### src/rtl/serial_add.sv
// Bit-serial LSB-first adder with valid/ready handshakes; one result bit per clock.
// Optional carry-in port enabled by defining SERIAL_ADD_CIN_EN.

module half_add (
    input  logic x,
    input  logic y,
    output logic s,
    output logic c
);
    assign s = x ^ y;
    assign c = x & y;
endmodule

module serial_add #(
    parameter int WIDTH = 8
) (
    input  logic             clk,
    input  logic             rst,
    input  logic             in_valid,
    output logic             in_ready,
    input  logic [WIDTH-1:0] a,
    input  logic [WIDTH-1:0] b,
`ifdef SERIAL_ADD_CIN_EN
    input  logic             cin,
`endif
    output logic             out_valid,
    input  logic             out_ready,
    output logic [WIDTH-1:0] sum,
    output logic             cout
);
    localparam int CNT_W = (WIDTH > 1) ? $clog2(WIDTH) : 1;
    localparam logic [CNT_W-1:0] LAST_BIT = CNT_W'(WIDTH - 1);

    typedef enum logic [1:0] {IDLE, RUN, DONE} state_t;

    state_t           state_q, state_d;
    logic [WIDTH-1:0] shift_a_q, shift_a_d;
    logic [WIDTH-1:0] shift_b_q, shift_b_d;
    logic [WIDTH-1:0] sum_q, sum_d;
    logic             cout_q, cout_d;
    logic             carry_q, carry_d;
    logic [CNT_W-1:0] bit_cnt_q, bit_cnt_d;
    logic             in_ready_q, in_ready_d;
    logic             out_valid_q, out_valid_d;

    logic cin_load;
`ifdef SERIAL_ADD_CIN_EN
    assign cin_load = cin;
`else
    assign cin_load = 1'b0;
`endif

    // Full adder on the current LSBs: two half adders plus an OR for the carry.
    logic ha0_s, ha0_c, fa_sum, ha1_c, fa_carry;

    half_add u_ha0 (.x(shift_a_q[0]), .y(shift_b_q[0]), .s(ha0_s),  .c(ha0_c));
    half_add u_ha1 (.x(ha0_s),        .y(carry_q),      .s(fa_sum), .c(ha1_c));

    assign fa_carry = ha0_c | ha1_c;

    always_comb begin
        state_d     = state_q;
        shift_a_d   = shift_a_q;
        shift_b_d   = shift_b_q;
        sum_d       = sum_q;
        cout_d      = cout_q;
        carry_d     = carry_q;
        bit_cnt_d   = bit_cnt_q;
        in_ready_d  = in_ready_q;
        out_valid_d = out_valid_q;

        case (state_q)
            IDLE: begin
                if (in_valid && in_ready_q) begin
                    shift_a_d  = a;
                    shift_b_d  = b;
                    carry_d    = cin_load;
                    bit_cnt_d  = '0;
                    in_ready_d = 1'b0;
                    state_d    = RUN;
                end
            end
            RUN: begin
                shift_a_d = shift_a_q >> 1;
                shift_b_d = shift_b_q >> 1;
                sum_d     = WIDTH'({fa_sum, sum_q} >> 1);
                carry_d   = fa_carry;
                bit_cnt_d = bit_cnt_q + 1'b1;
                if (bit_cnt_q == LAST_BIT) begin
                    cout_d      = fa_carry;
                    out_valid_d = 1'b1;
                    state_d     = DONE;
                end
            end
            DONE: begin
                // in_valid is deliberately ignored until the result is taken.
                if (out_ready) begin
                    out_valid_d = 1'b0;
                    in_ready_d  = 1'b1;
                    state_d     = IDLE;
                end
            end
            default: begin
                out_valid_d = 1'b0;
                in_ready_d  = 1'b1;
                state_d     = IDLE;
            end
        endcase
    end

    always_ff @(posedge clk) begin
        if (rst) begin
            state_q     <= IDLE;
            shift_a_q   <= '0;
            shift_b_q   <= '0;
            sum_q       <= '0;
            cout_q      <= 1'b0;
            carry_q     <= 1'b0;
            bit_cnt_q   <= '0;
            in_ready_q  <= 1'b1;
            out_valid_q <= 1'b0;
        end else begin
            state_q     <= state_d;
            shift_a_q   <= shift_a_d;
            shift_b_q   <= shift_b_d;
            sum_q       <= sum_d;
            cout_q      <= cout_d;
            carry_q     <= carry_d;
            bit_cnt_q   <= bit_cnt_d;
            in_ready_q  <= in_ready_d;
            out_valid_q <= out_valid_d;
        end
    end

    assign in_ready  = in_ready_q;
    assign out_valid = out_valid_q;
    assign sum       = sum_q;
    assign cout      = cout_q;

endmodule

### config.mk
export PLATFORM = sky130hd
export DESIGN_NAME = serial_add
export DESIGN_NICKNAME = d
export VERILOG_FILES = /design/src/rtl/serial_add.sv
export SDC_FILE = /design/constraint.sdc
export NUM_CORES = 1
export LEC_CHECK = 0
export CAP_MARGIN = 40
export CORE_UTILIZATION = 50
export CTS_CLUSTER_SIZE = 25
export DETAILED_ROUTE_END_ITERATION = 10
export PLACE_DENSITY = 0.81
export RECOVER_POWER = 25
export SLEW_MARGIN = 20
export SYNTH_ARGS = -nofsm -noshare
export SYNTH_HDL_FRONTEND = slang
export SYNTH_SLANG_ARGS = --single-unit
export TNS_END_PERCENT = 100
### constraint.sdc
create_clock -name clk -period 1.5 [get_ports clk]
set_input_delay 0.375 -clock clk [delete_from_list [all_inputs] [get_ports clk]]
set_output_delay 0.375 -clock clk [all_outputs]
set_load 0.03 [all_outputs]
### Yosys cells after proc, flatten, opt, wreduce, memory -nomap -nowiden

Cells that the tools add are included.
Widths: inputs -> output; s select.

| word-level totals | value |
|---|---|
| register bits | 33 |
| bits of input ports | 20 |
| output and inout bits | 11 |
| logic and storage cells | 48 |

| cells by class | value |
|---|---|
| add/sub/neg operators | 1 |
| eq/ne operators | 6 |
| muxes and demuxes | 17 |
| bitwise operators | 7 |
| reduce and logical (&&, ||, !) cells | 8 |

Operators with widths:

| operator | number |
|---|---|
| $pmux 8 s2 | 2 |
| $mux 8 | 2 |
| $reduce_and 3->1 | 3 |
| $mux 2 | 3 |
| $ne 2x2->1 const B | 3 |
| $pmux 1 s3 | 2 |
| $pmux 2 s3 | 1 |
| $pmux 3 s2 | 1 |
| $mux 1 | 4 |
| $reduce_and 2->1 | 2 |
| $add 3x1->3 const B | 1 |
| $eq 3x3->1 const B | 1 |
| $mux 3 | 1 |
| $and 1x1->1 | 2 |
| $eq 2x1->1 const B | 1 |
| $eq 2x2->1 const B | 1 |
| $logic_not 2->1 | 1 |
| $not 1->1 | 2 |
| $pmux 1 s2 | 1 |
| $reduce_bool 2->1 | 1 |
| $xor 1x1->1 | 2 |
| $logic_and 1x1->1 | 1 |
| $or 1x1->1 | 1 |

### Depth between registers and ports, before layout

Gate-level depths: netlist (run 1).

| depth | value |
|---|---|
| depth in word-level cells | 4 |
| mapped depth | 5 |
| mapped depth without buffers | 5 |

### Modules after synthesis

A second synthesis (run 1) with hierarchy kept.

| unflattened totals | value |
|---|---|
| cells, all modules | 170 |
| area, all modules | 1495.2 µm² |

By module, submodules not included:

| module | instances | cells each | area an instance (µm²) | seq. area each (µm²) |
|---|---|---|---|---|
| serial_add | 1 | 168 | 1470.2 | 660.6 |
| half_add | 2 | 1 | 12.5 | 0.0 |

### Least setup slack after synthesis (run 1)

OpenSTA, ideal clock, no wires.

| timing path | value |
|---|---|
| path type | flip-flop to flip-flop |
| from | reg state_q[1] |
| to | reg shift_b_q[5] |
| setup time | 0.122 ns |
| data arrival time | 1.260 ns |
| required time | 1.378 ns |
| slack | 0.118 ns |
| cell stages (with the launch flop) | 5 |
| buffers on the path | 1 |
| clock period less this slack | 1.382 ns |
| cells stage by stage | dfxtp_1 nand2b_4 buf_6 mux2_4 o311a_1 |

| between the ends | value |
|---|---|
| longest elaborated chain between the ends | 3 |
| elaborated cells on any way between the ends | 6 |
| those cells by class | eq/ne (2); mux (1); reduce/logical (3) |

RTL lines:

| element | RTL line | RTL |
|---|---|---|
| start: declaration | 36 | `state_t state_q, state_d;` |
| start signal: assignment | 123 | `state_q <= state_d;` |
| $eq 2x1->1 or $logic_not 2->1 (tied branches) | 72 | `case (state_q)` |
| $reduce_bool 2->1 (no line) or $ne 2x2->1 (tied branches) | -- |  |
| $reduce_and 2->1 (no line) | -- |  |
| end signal: assignment | 125 | `shift_b_q <= shift_b_d;` |
| end: declaration | 38 | `logic [WIDTH-1:0] shift_b_q, shift_b_d;` |

Several ways; a longest one is shown, not always the timed one.
A chain may end at the register's enable or synchronous reset.

### Worst setup path after layout (run 1)

| timing path | value |
|---|---|
| from | reg in_ready_q, in the netlist in_ready |
| to | out in_ready |

RTL lines:

| element | RTL line | RTL |
|---|---|---|
| start: declaration | 43 | `logic in_ready_q, in_ready_d;` |
| start signal: assignment | 130 | `in_ready_q <= in_ready_d;` |
| end: declaration | 20 | `output logic in_ready,` |

No word-level cell between the ends.

==> impl_metrics.toml, run 1 <==
[run_status]
status = "finished with violations"
violations = "DRC"

[pwr]
peakVddDrop_mv = 0.620
p_leak_uw = 0.000875
p_per_area_nw_per_um2 = 1070

[detailed_routing]
drt_iter0_markers = 61
drtPass1Iterations = 7
drc = 4
vias = 1265
drt_wl_total_um = 3290
final_antenna_net_count = 0
wl_per_cell_um = 14.5
via_per_inst = 5.60

[clock_tree]
cts_hold_buf = 0
cts_tree = "yes"
clkSinkCount = 33
htreeDepth = 2
numCtsBuffers = 5
clk_transition_reported_paths_ns = 0.11
cts_root_buf = "clkbuf_4"
clock_latency_ns = 0.35
clockBufferDepth = 2

[worst_setup_path]
critPathArrivalTime_ns = 1.08
cp_top_family = "buffers and inverters"
cpPeakStageDelay_ns = 0.40
slowest_stage = "dlygate4sd2_1"
crit_chain = "dlygate4sd2_1"
required_ns = 1.12
end_kind = "output port"
cp-start-kind = "flip-flop"
path_buf_inv = 1
cp_max_fo = 2
worst-setup-path-type = "reg2out"

[logic_synthesis]
synth_nets = 179
yosys_warnings = 0
yosys-top-cells-area = "dfxtp_1 43%, mux2_4 12%, o311a_1 9.0%"
synthDistinctLibCells = 27
synth_seq_area_share = 0.426
synth_top_area_frac = 0.426
syn_avg_cell_area_um2 = 9.94
synth.largest_area_cell = "dfxtp_1"
ys_seq_elements = 33
netlist_area_um2 = 1550
postSynthCellCount = 156

[global_route]
grt-busiest-layer = "met2"
grt_pass1_wl_um = 5140
grt_start_max_net_pins = 35
grt_pass1_vias = 1173
grtUsageTotal = 0.211
overflow = 0
antenna_found_initial = 0
met2_usage = 0.354
use_met1 = 0.249
grt_use_met3 = 0.0692

[cells_and_area]
stdcell_area_um2 = 2040
drive_gt1_frac = 0.241
diodes = 0
layout.nets = 217
layout-area-overhead-vs-synth_pct = 31.3

[floorplan]
die_y_um = 57.7
io_pins = 31
core_um2 = 2850
die-area_um2 = 3330
rows = 19
start_util = 0.543
die_x_um = 57.7

[sta]
setup_viol = 0
fin_crit_sh = 0.972
tns_ns = 0
relSlewSlack = 0.690
skew_ns = 0.0109
final_max_slew_viol_count = 0
fmax_mhz = 686
fin_hold_ws_ns = 0.468
hold_viol = 0
max_slew.worst_pin.slew_ns = 0.463
rsz0062_at_grt = "false"
post-route-min-period_ns = 1.46

[place]
gp_congestion = 0.736
place.detailed.hpwl_um = 2140
place_area_um2 = 1900
port_buffers = 30

[worst_hold_path]
hp-class = "reg2reg"

[flow_run]
max_cap_viol_count = 0
## power breakdown
group / internal, µW / switching (µW)
clock network: 516 / 309
logic: 234 / 161
registers: 933 / 32.1
total: 1680 / 502
## cells in the mapped netlist
cell type and count:
dfxtp_1 33, nand2_1 24, a21oi_1 17, o21bai_1 14, o311a_1 14, mux2_4 12
clkbuf_1 9, o21ai_0 6, buf_6 3, nor2_1 3, buf_2 2, ha_1 2
inv_1 2, mux2_2 2, a21oi_2 1, and2_1 1, fa_1 1, mux2i_1 1
nand2b_1 1, nand2b_4 1, nand3_1 1, nand3b_1 1, nor2b_1 1, nor3_1 1
nor4bb_1 1, o21a_1 1, o2bb2ai_1 1
## layer usage
metal,wire (µm),part of all wire,vias to the layer above
met5,0,0,-
met2,1620,0.49,27
li1,-,-,637
met1,1440,0.44,593
met4,56,0.017,0
met3,174,0.053,8
## logic make-up (layout without fill, tap and decap cells)
| logic type | count (synthesis) | after routing | share of synthesized area |
|---|---|---|---|
| buffers and inverters | 16 | 55 | 0.0549 |
| and+or+nand+nor | 35 | 35 | 0.104 |
| DFF | 33 | 33 | 0.426 |
| adders and majority gates | 3 | 3 | 0.0291 |
| muxes | 15 | 15 | 0.137 |
| AOI/OAI and AO/OA | 54 | 54 | 0.249 |
## flip-flops by register name, summed over array words and instances (netlist names)
name and count:
bit_cnt_q 3, carry_q 1, cout 1, in_ready 1, out_valid 1, shift_a_q 8
shift_b_q 8, state_q 2, sum 8
## path summary, 6_finish.rpt
path	startpoint	end	slack (ns)	cells past startpoint
min reg2reg	sum[4]$_SDFFE_PP0P_	sum[3]$_SDFFE_PP0P_	0.47	2
min	sum[4]$_SDFFE_PP0P_	sum[3]$_SDFFE_PP0P_	0.47	2
max	in_ready$_SDFFE_PP1P_	in_ready	0.04	1
max reg2reg	state_q[0]$_SDFFE_PP0P_	shift_a_q[4]$_SDFFE_PP0P_	0.09	4
## what timing repair did
| action | CTS | global route |
|---|---|---|
| endpoints found under the setup margin | 12 | 10 |
| setup buffers | 0 | 6 |
| gates resized for setup | 17 | 11 |
| gates cloned | 0 | 0 |
## cells in the final DEF, fill, tap and decap left out, types with 2 or more instances in the layout
cell type,instances
nand2_1,24
mux2_2,2
bufinv_16,2
nor2_1,3
clkdlybuf4s15_1,3
buf_4,12
inv_1,2
buf_12,3
o21bai_1,14
dfxtp_1,32
o311a_1,14
a21oi_1,17
ha_1,2
o21ai_0,6
dlygate4sd2_1,2
mux2_4,12
clkdlybuf4s50_1,19
clkbuf_4,5
clkbuf_2,6
## metrics by stage
step           utilization  std cells  total power, µW  setup WS, ns
6_report             0.714        226             2190        0.0417
5_1_grt              0.714        226             2270       0.00424
4_1_cts              0.702        220             2180       0.00485
3_5_place_dp         0.668        212             1360        -0.129
3_3_place_gp         0.668        212             1340       -0.0989
2_1_floorplan            -        156             1230         0.118
## area by class of cell
cell class | instances | area, µm²
multi-input cells | 107 | 807
well taps | 31 | 38.8
clock inverters | 3 | 65.1
inverters | 2 | 7.51
fillers | 210 | 817
repair buffers | 45 | 418
clock buffers | 5 | 37.5
flip-flops and latches | 33 | 662
(Power assumes the default switching activity.)
==> inputs of run 2 (changes only) <==
- ABC_CLOCK_PERIOD_IN_PS: default -> 1500
==> results of run 2 <==
The final DEF is identical to that of run 1; final timing and power are the same.
